--- src/rtl/cdb_arbiter.sv ---
// cdb_arbiter: round-robin arbiter that drains the ALU and LSB result FIFOs onto one registered CDB.
// Optional grant/conflict statistics counters are enabled with the CDB_STATS_EN macro.
module cdb_arbiter #(
  parameter int FIFO_DEPTH = 4,
  parameter int ENTRY_W    = 5
) (
  input  logic               clk,
  input  logic               rst,
  input  logic               rdy,
  input  logic               rollback,
  input  logic               alu_valid,
  output logic               alu_ready,
  input  logic [ENTRY_W-1:0] alu_entry,
  input  logic [31:0]        alu_result,
  input  logic [31:0]        alu_pc_out,
  input  logic               lsb_valid,
  output logic               lsb_ready,
  input  logic [ENTRY_W-1:0] lsb_entry,
  input  logic [31:0]        lsb_result,
  output logic               cdb_valid,
  output logic               cdb_src,
  output logic [ENTRY_W-1:0] cdb_entry,
  output logic [31:0]        cdb_result,
  output logic [31:0]        cdb_pc_out
`ifdef CDB_STATS_EN
  ,
  output logic [31:0]        stat_alu_cnt,
  output logic [31:0]        stat_lsb_cnt,
  output logic [31:0]        stat_conflict_cnt
`endif
);
  localparam int AW = $clog2(FIFO_DEPTH);
  localparam int CW = AW + 1;
  logic [ENTRY_W+63:0] r_alu_mem [FIFO_DEPTH];
  logic [ENTRY_W+31:0] r_lsb_mem [FIFO_DEPTH];
  logic [AW-1:0]       r_alu_wp, r_alu_rp, r_lsb_wp, r_lsb_rp;
  logic [CW-1:0]       r_alu_cnt, r_lsb_cnt;
  logic                r_last_lsb;
  logic                r_cdb_valid, r_cdb_src;
  logic [ENTRY_W-1:0]  r_cdb_entry;
  logic [31:0]         r_cdb_result, r_cdb_pc_out;
  logic                w_act, w_flush, w_alu_ne, w_lsb_ne, w_gnt_alu, w_gnt_lsb;
  logic                w_alu_push, w_lsb_push, w_alu_pop, w_lsb_pop;
  logic [ENTRY_W+63:0] w_alu_head;
  logic [ENTRY_W+31:0] w_lsb_head;
  assign w_act      = rdy && !rollback;
  assign w_flush    = rdy && rollback;
  assign alu_ready  = (r_alu_cnt < CW'(FIFO_DEPTH)) && w_act;
  assign lsb_ready  = (r_lsb_cnt < CW'(FIFO_DEPTH)) && w_act;
  assign w_alu_push = alu_valid && alu_ready;
  assign w_lsb_push = lsb_valid && lsb_ready;
  assign w_alu_ne   = r_alu_cnt != '0;
  assign w_lsb_ne   = r_lsb_cnt != '0;
  // On a conflict the source that did not win last time gets the bus.
  assign w_gnt_alu  = w_alu_ne && (!w_lsb_ne || r_last_lsb);
  assign w_gnt_lsb  = w_lsb_ne && !w_gnt_alu;
  assign w_alu_pop  = w_act && w_gnt_alu;
  assign w_lsb_pop  = w_act && w_gnt_lsb;
  assign w_alu_head = r_alu_mem[r_alu_rp];
  assign w_lsb_head = r_lsb_mem[r_lsb_rp];
  assign cdb_valid  = r_cdb_valid;
  assign cdb_src    = r_cdb_src;
  assign cdb_entry  = r_cdb_entry;
  assign cdb_result = r_cdb_result;
  assign cdb_pc_out = r_cdb_pc_out;
  always_ff @(posedge clk) begin
    if (w_alu_push) r_alu_mem[r_alu_wp] <= {alu_entry, alu_result, alu_pc_out};
    if (w_lsb_push) r_lsb_mem[r_lsb_wp] <= {lsb_entry, lsb_result};
  end
  always_ff @(posedge clk) begin
    if (rst || w_flush) begin
      r_alu_wp  <= '0;
      r_alu_rp  <= '0;
      r_alu_cnt <= '0;
      r_lsb_wp  <= '0;
      r_lsb_rp  <= '0;
      r_lsb_cnt <= '0;
    end else begin
      r_alu_wp  <= r_alu_wp + AW'(w_alu_push);
      r_alu_rp  <= r_alu_rp + AW'(w_alu_pop);
      r_alu_cnt <= r_alu_cnt + CW'(w_alu_push) - CW'(w_alu_pop);
      r_lsb_wp  <= r_lsb_wp + AW'(w_lsb_push);
      r_lsb_rp  <= r_lsb_rp + AW'(w_lsb_pop);
      r_lsb_cnt <= r_lsb_cnt + CW'(w_lsb_push) - CW'(w_lsb_pop);
    end
  end
  always_ff @(posedge clk) begin
    if (rst) begin
      r_cdb_valid  <= 1'b0;
      r_cdb_src    <= 1'b0;
      r_cdb_entry  <= '1;
      r_cdb_result <= '0;
      r_cdb_pc_out <= '0;
      r_last_lsb   <= 1'b1;
    end else if (w_flush) begin
      r_cdb_valid <= 1'b0;
    end else if (rdy) begin
      r_cdb_valid <= w_gnt_alu || w_gnt_lsb;
      if (w_gnt_alu) begin
        r_cdb_src    <= 1'b0;
        r_cdb_entry  <= w_alu_head[ENTRY_W+63:64];
        r_cdb_result <= w_alu_head[63:32];
        r_cdb_pc_out <= w_alu_head[31:0];
        r_last_lsb   <= 1'b0;
      end else if (w_gnt_lsb) begin
        r_cdb_src    <= 1'b1;
        r_cdb_entry  <= w_lsb_head[ENTRY_W+31:32];
        r_cdb_result <= w_lsb_head[31:0];
        r_cdb_pc_out <= '0;
        r_last_lsb   <= 1'b1;
      end
    end
  end
`ifdef CDB_STATS_EN
  logic [31:0] r_stat_alu, r_stat_lsb, r_stat_conf;
  assign stat_alu_cnt      = r_stat_alu;
  assign stat_lsb_cnt      = r_stat_lsb;
  assign stat_conflict_cnt = r_stat_conf;
  always_ff @(posedge clk) begin
    if (rst) begin
      r_stat_alu  <= '0;
      r_stat_lsb  <= '0;
      r_stat_conf <= '0;
    end else if (rdy) begin
      r_stat_alu  <= r_stat_alu + 32'(w_alu_pop);
      r_stat_lsb  <= r_stat_lsb + 32'(w_lsb_pop);
      r_stat_conf <= r_stat_conf + 32'(w_alu_ne && w_lsb_ne);
    end
  end
`endif
endmodule

--- config.mk ---
export PLATFORM = sky130hd
export DESIGN_NAME = cdb_arbiter
export DESIGN_NICKNAME = d
export VERILOG_FILES = /design/src/rtl/cdb_arbiter.sv
export SDC_FILE = /design/constraint.sdc
export NUM_CORES = 1
export LEC_CHECK = 0
export ABC_AREA = 1
export CORE_AREA = 5 5 188 262
export CTS_BUF_LIST = sky130_fd_sc_hd__clkbuf_8 sky130_fd_sc_hd__clkbuf_16
export DETAILED_ROUTE_END_ITERATION = 10
export DIE_AREA = 0 0 193 267
export SLEW_MARGIN = 20
export SYNTH_ARGS = -nofsm -noshare
export SYNTH_HDL_FRONTEND = slang
export SYNTH_SLANG_ARGS = --single-unit
--- constraint.sdc ---
create_clock -name clk -period 21.9 [get_ports clk]
set_input_delay 5.475 -clock clk [delete_from_list [all_inputs] [get_ports clk]]
set_output_delay 5.475 -clock clk [all_outputs]
set_load 0.005 [all_outputs]
==> run metrics <==
worst-path cell chain=clkdlybuf4s50_1 > inv_2 > nor2_2 > inv_2 > nor2_1 > clkdlybuf4s50_1; register area share after synthesis=69.9%; M1 GR Usage=23.7%; met3 usage=4.08%; initial core utilization=44.3%; later-pin clock latency in the skew report=0.56 ns; Pwr per Cell Area=84.0 mW/mm^2; Period minus WS final=12.50 ns; Post-CTS Setup Bufs=0; Setup Viol. Count Final=0; CP max FO=5; I/O pins=185; vias in the first global route=13434; first-pass GRT wire length=74100 um; mapped cell area=0.0207 sq mm; Yosys top cell area share=61.5%; core area=0.0467 sq mm; CTS tree=built; Cell Rows=94; crit path DAT=7.02 ns; wire length per cell after detailed routing=17.3 um; cell taking the most area after synthesis=edfxtp_1; antenna violations before repair=10; Netlist cell types=31; Clock Sinks=510; HP Class=flop to flop; crit end category=output pin; Worst-Margin Slew=0.956 ns; hold_sp=cdb_pc_out[5]; Main synth FF type=edfxtp_1; GRT Util Overall=18.4%; Clock Skews=0.0143 ns; Worst EP required=16.43 ns; WP buf/inv=4; mux contribution to synthesized area=0%; most frequent cell after synthesis=nand2_1; dominant cells by area after synthesis=edfxtp_1 (62%), nand2_1 (10%), dfxtp_1 (8.3%); hpwl dp=28100 um; Remaining Overflow, GRT=0; CTS H-tree lvls=2; reg2reg start=r_alu_rp[1]; worst hold path depth=2; simple-gate share of the synthesized area=18.5%; Num CTS Buffers=49; final net count=2201; CP delay by family, top=buffers and inverters; GPL Wtd Cong=0.765; Max transition margin=36.2%; largest family of logic cells by synthesized area=simple AND/OR/NAND/NOR gates; share of layout cells above drive strength 1=8.62%; Vert. Die Dim=267 um; Leakage=9.50 nW; Iteration-0 DRC Markers=917; DIE AREA=0.0515 sq mm; Sum Neg Setup Slack=0 ns; Antenna Nets Post-Route=0; Worst setup SP type=input pin; largest net degree at the start of global routing=108; CP Class=input pin to output pin; max cap viols=0; Hold Fails Final Rpt=0; RSZ-0062 raised after global routing=no; xor/xnor share of the synthesized area=0.127%; CTS clk-pin slew, worst paths=0.06 ns; CP peak stage delay=0.57 ns; die width=193 um; max-slew violation count=0; Post-Route WL=47600 um; Slowest-stage cell, CP=clkdlybuf4s50_1; gr busiest metal=met2; synthesized flop and latch total=510; final setup margin=9.40 ns; Placement Setup Slack=9.39 ns; hold_ws=0.464 ns; hold_buf cts=0; Worst Hold End=cdb_pc_out[5]; asr flop ratio synth=0%; top post-synthesis cells by count=nand2_1 (554), edfxtp_1 (424), inv_1 (214); filler instances=4101; IO Port Bufs=184; EDFF count, synth=424; Synth Warn #=0; Post-Syn Instances=1926; R2R cell count=9; Tcrit/Tclk final=57.1%; Synth Area in Compound Gates=4.40%; FF-to-FF End=cdb_result[5]; met2 Resource Use GR=31.2%; VDD IR-drop max=0.0000653 V; drt drc=0; Avg Cell Area, Syn=10.7 sq um; First-pass DRT Iterations=8; Clock Tree Buf Depth=3; Post-CTS Resized=0; fmax=80.0 MHz; flop2flop setup slack=19.00 ns; routed vias=13417; syn nets=2044; status=complete, no violations; synthesized-area fraction occupied by adder cells=0.435%; vias per inst=4.87; final core occ=52.7%; root buffer cell=clkbuf_16; synth-to-layout area growth=18.9%
## report_power, final
part	leakage [nW]	total, mW	switching [mW]	internal [mW]
sequential	4.53	1.08	0.0108	1.07
combinational	4.10	0.150	0.0884	0.0613
clock	0.867	0.836	0.349	0.487
## placed cells by master (no fill, tap or decap), types with 4 or more instances in the layout
master,count
nand2_2,4
dfxtp_1,84
buf_4,20
inv_1,231
or2_2,60
diode_2,6
clkinv_2,7
edfxtp_1,424
nand2_1,554
a21oi_1,75
nor3_2,8
clkbuf_16,52
nor2_1,112
ha_1,4
nand3_1,155
o21ai_1,38
clkbuf_8,7
inv_2,7
o21ai_0,67
clkdlybuf4s50_1,183
## flip-flops by register name, indices dropped and copies added, names as in the netlist, 3 cells and up
name and flops:
cdb_entry 5, cdb_result 32, r_alu_mem 276, r_lsb_cnt 3, r_alu_cnt 3, cdb_pc_out 32
r_lsb_mem 148
## how the worst max path moves through the flow
stage,from,end,slack [ns],cells after the start
2_1_floorplan,rdy,lsb_ready,10.57,4
3_3_place_gp,rdy,lsb_ready,9.37,6
3_5_place_dp,rdy,lsb_ready,9.39,6
4_1_cts,rdy,lsb_ready,9.38,6
5_1_grt,rdy,lsb_ready,9.30,6
6_report,rdy,lsb_ready,9.40,6
## per-stage QoR
stage	power, mW	area (sq um)	std cells
5_1_grt	2.15	24600	2752
3_3_place_gp	1.25	23000	2656
4_1_cts	2.09	24600	2748
2_1_floorplan	1.18	20700	1926
3_5_place_dp	1.25	23000	2656
6_report	2.07	24600	2754
## area by class of cell
cell class / count / area (sq um) / area share [%]
sequential: 510 / 14500 / 58.8
antenna: 6 / 15.0 / 0.0610
multi-input combinational: 1095 / 4890 / 19.9
clock buffer: 59 / 1400 / 5.68
clock inverter: 33 / 228 / 0.926
timing repair buffer: 205 / 2000 / 8.12
tap: 624 / 781 / 3.17
inverter: 222 / 836 / 3.40
## per-layer routing
layer / share of wire [%] / wire [um] / up-vias
met5: 0.097 / 46 / -
met4: 2.0 / 955 / 6
met3: 6.3 / 2990 / 75
met2: 49 / 23400 / 317
met1: 42 / 20100 / 6389
li1: - / - / 6630
## kinds of logic after synthesis
family                   after synthesis
XOR/XNOR                               3
adder cells (fa/ha/maj)                6
buffers and inverters                321
AND/OR/NAND/NOR                      905
AO/OA/AOI/OAI                        181
flip-flops                           510
## worst reg2reg max path: stages, from the launching register on
cell      delay [ns]
dfxtp_1         0.31
buf_4           0.44
clkinv_2        0.74
buf_4           0.60
nand3_1         0.23
nand2_1         0.10
nand2_1         0.14
nand3_1         0.10
nand2_1         0.11
inv_1           0.04
Note: power is estimated with default switching activity, not from simulation.
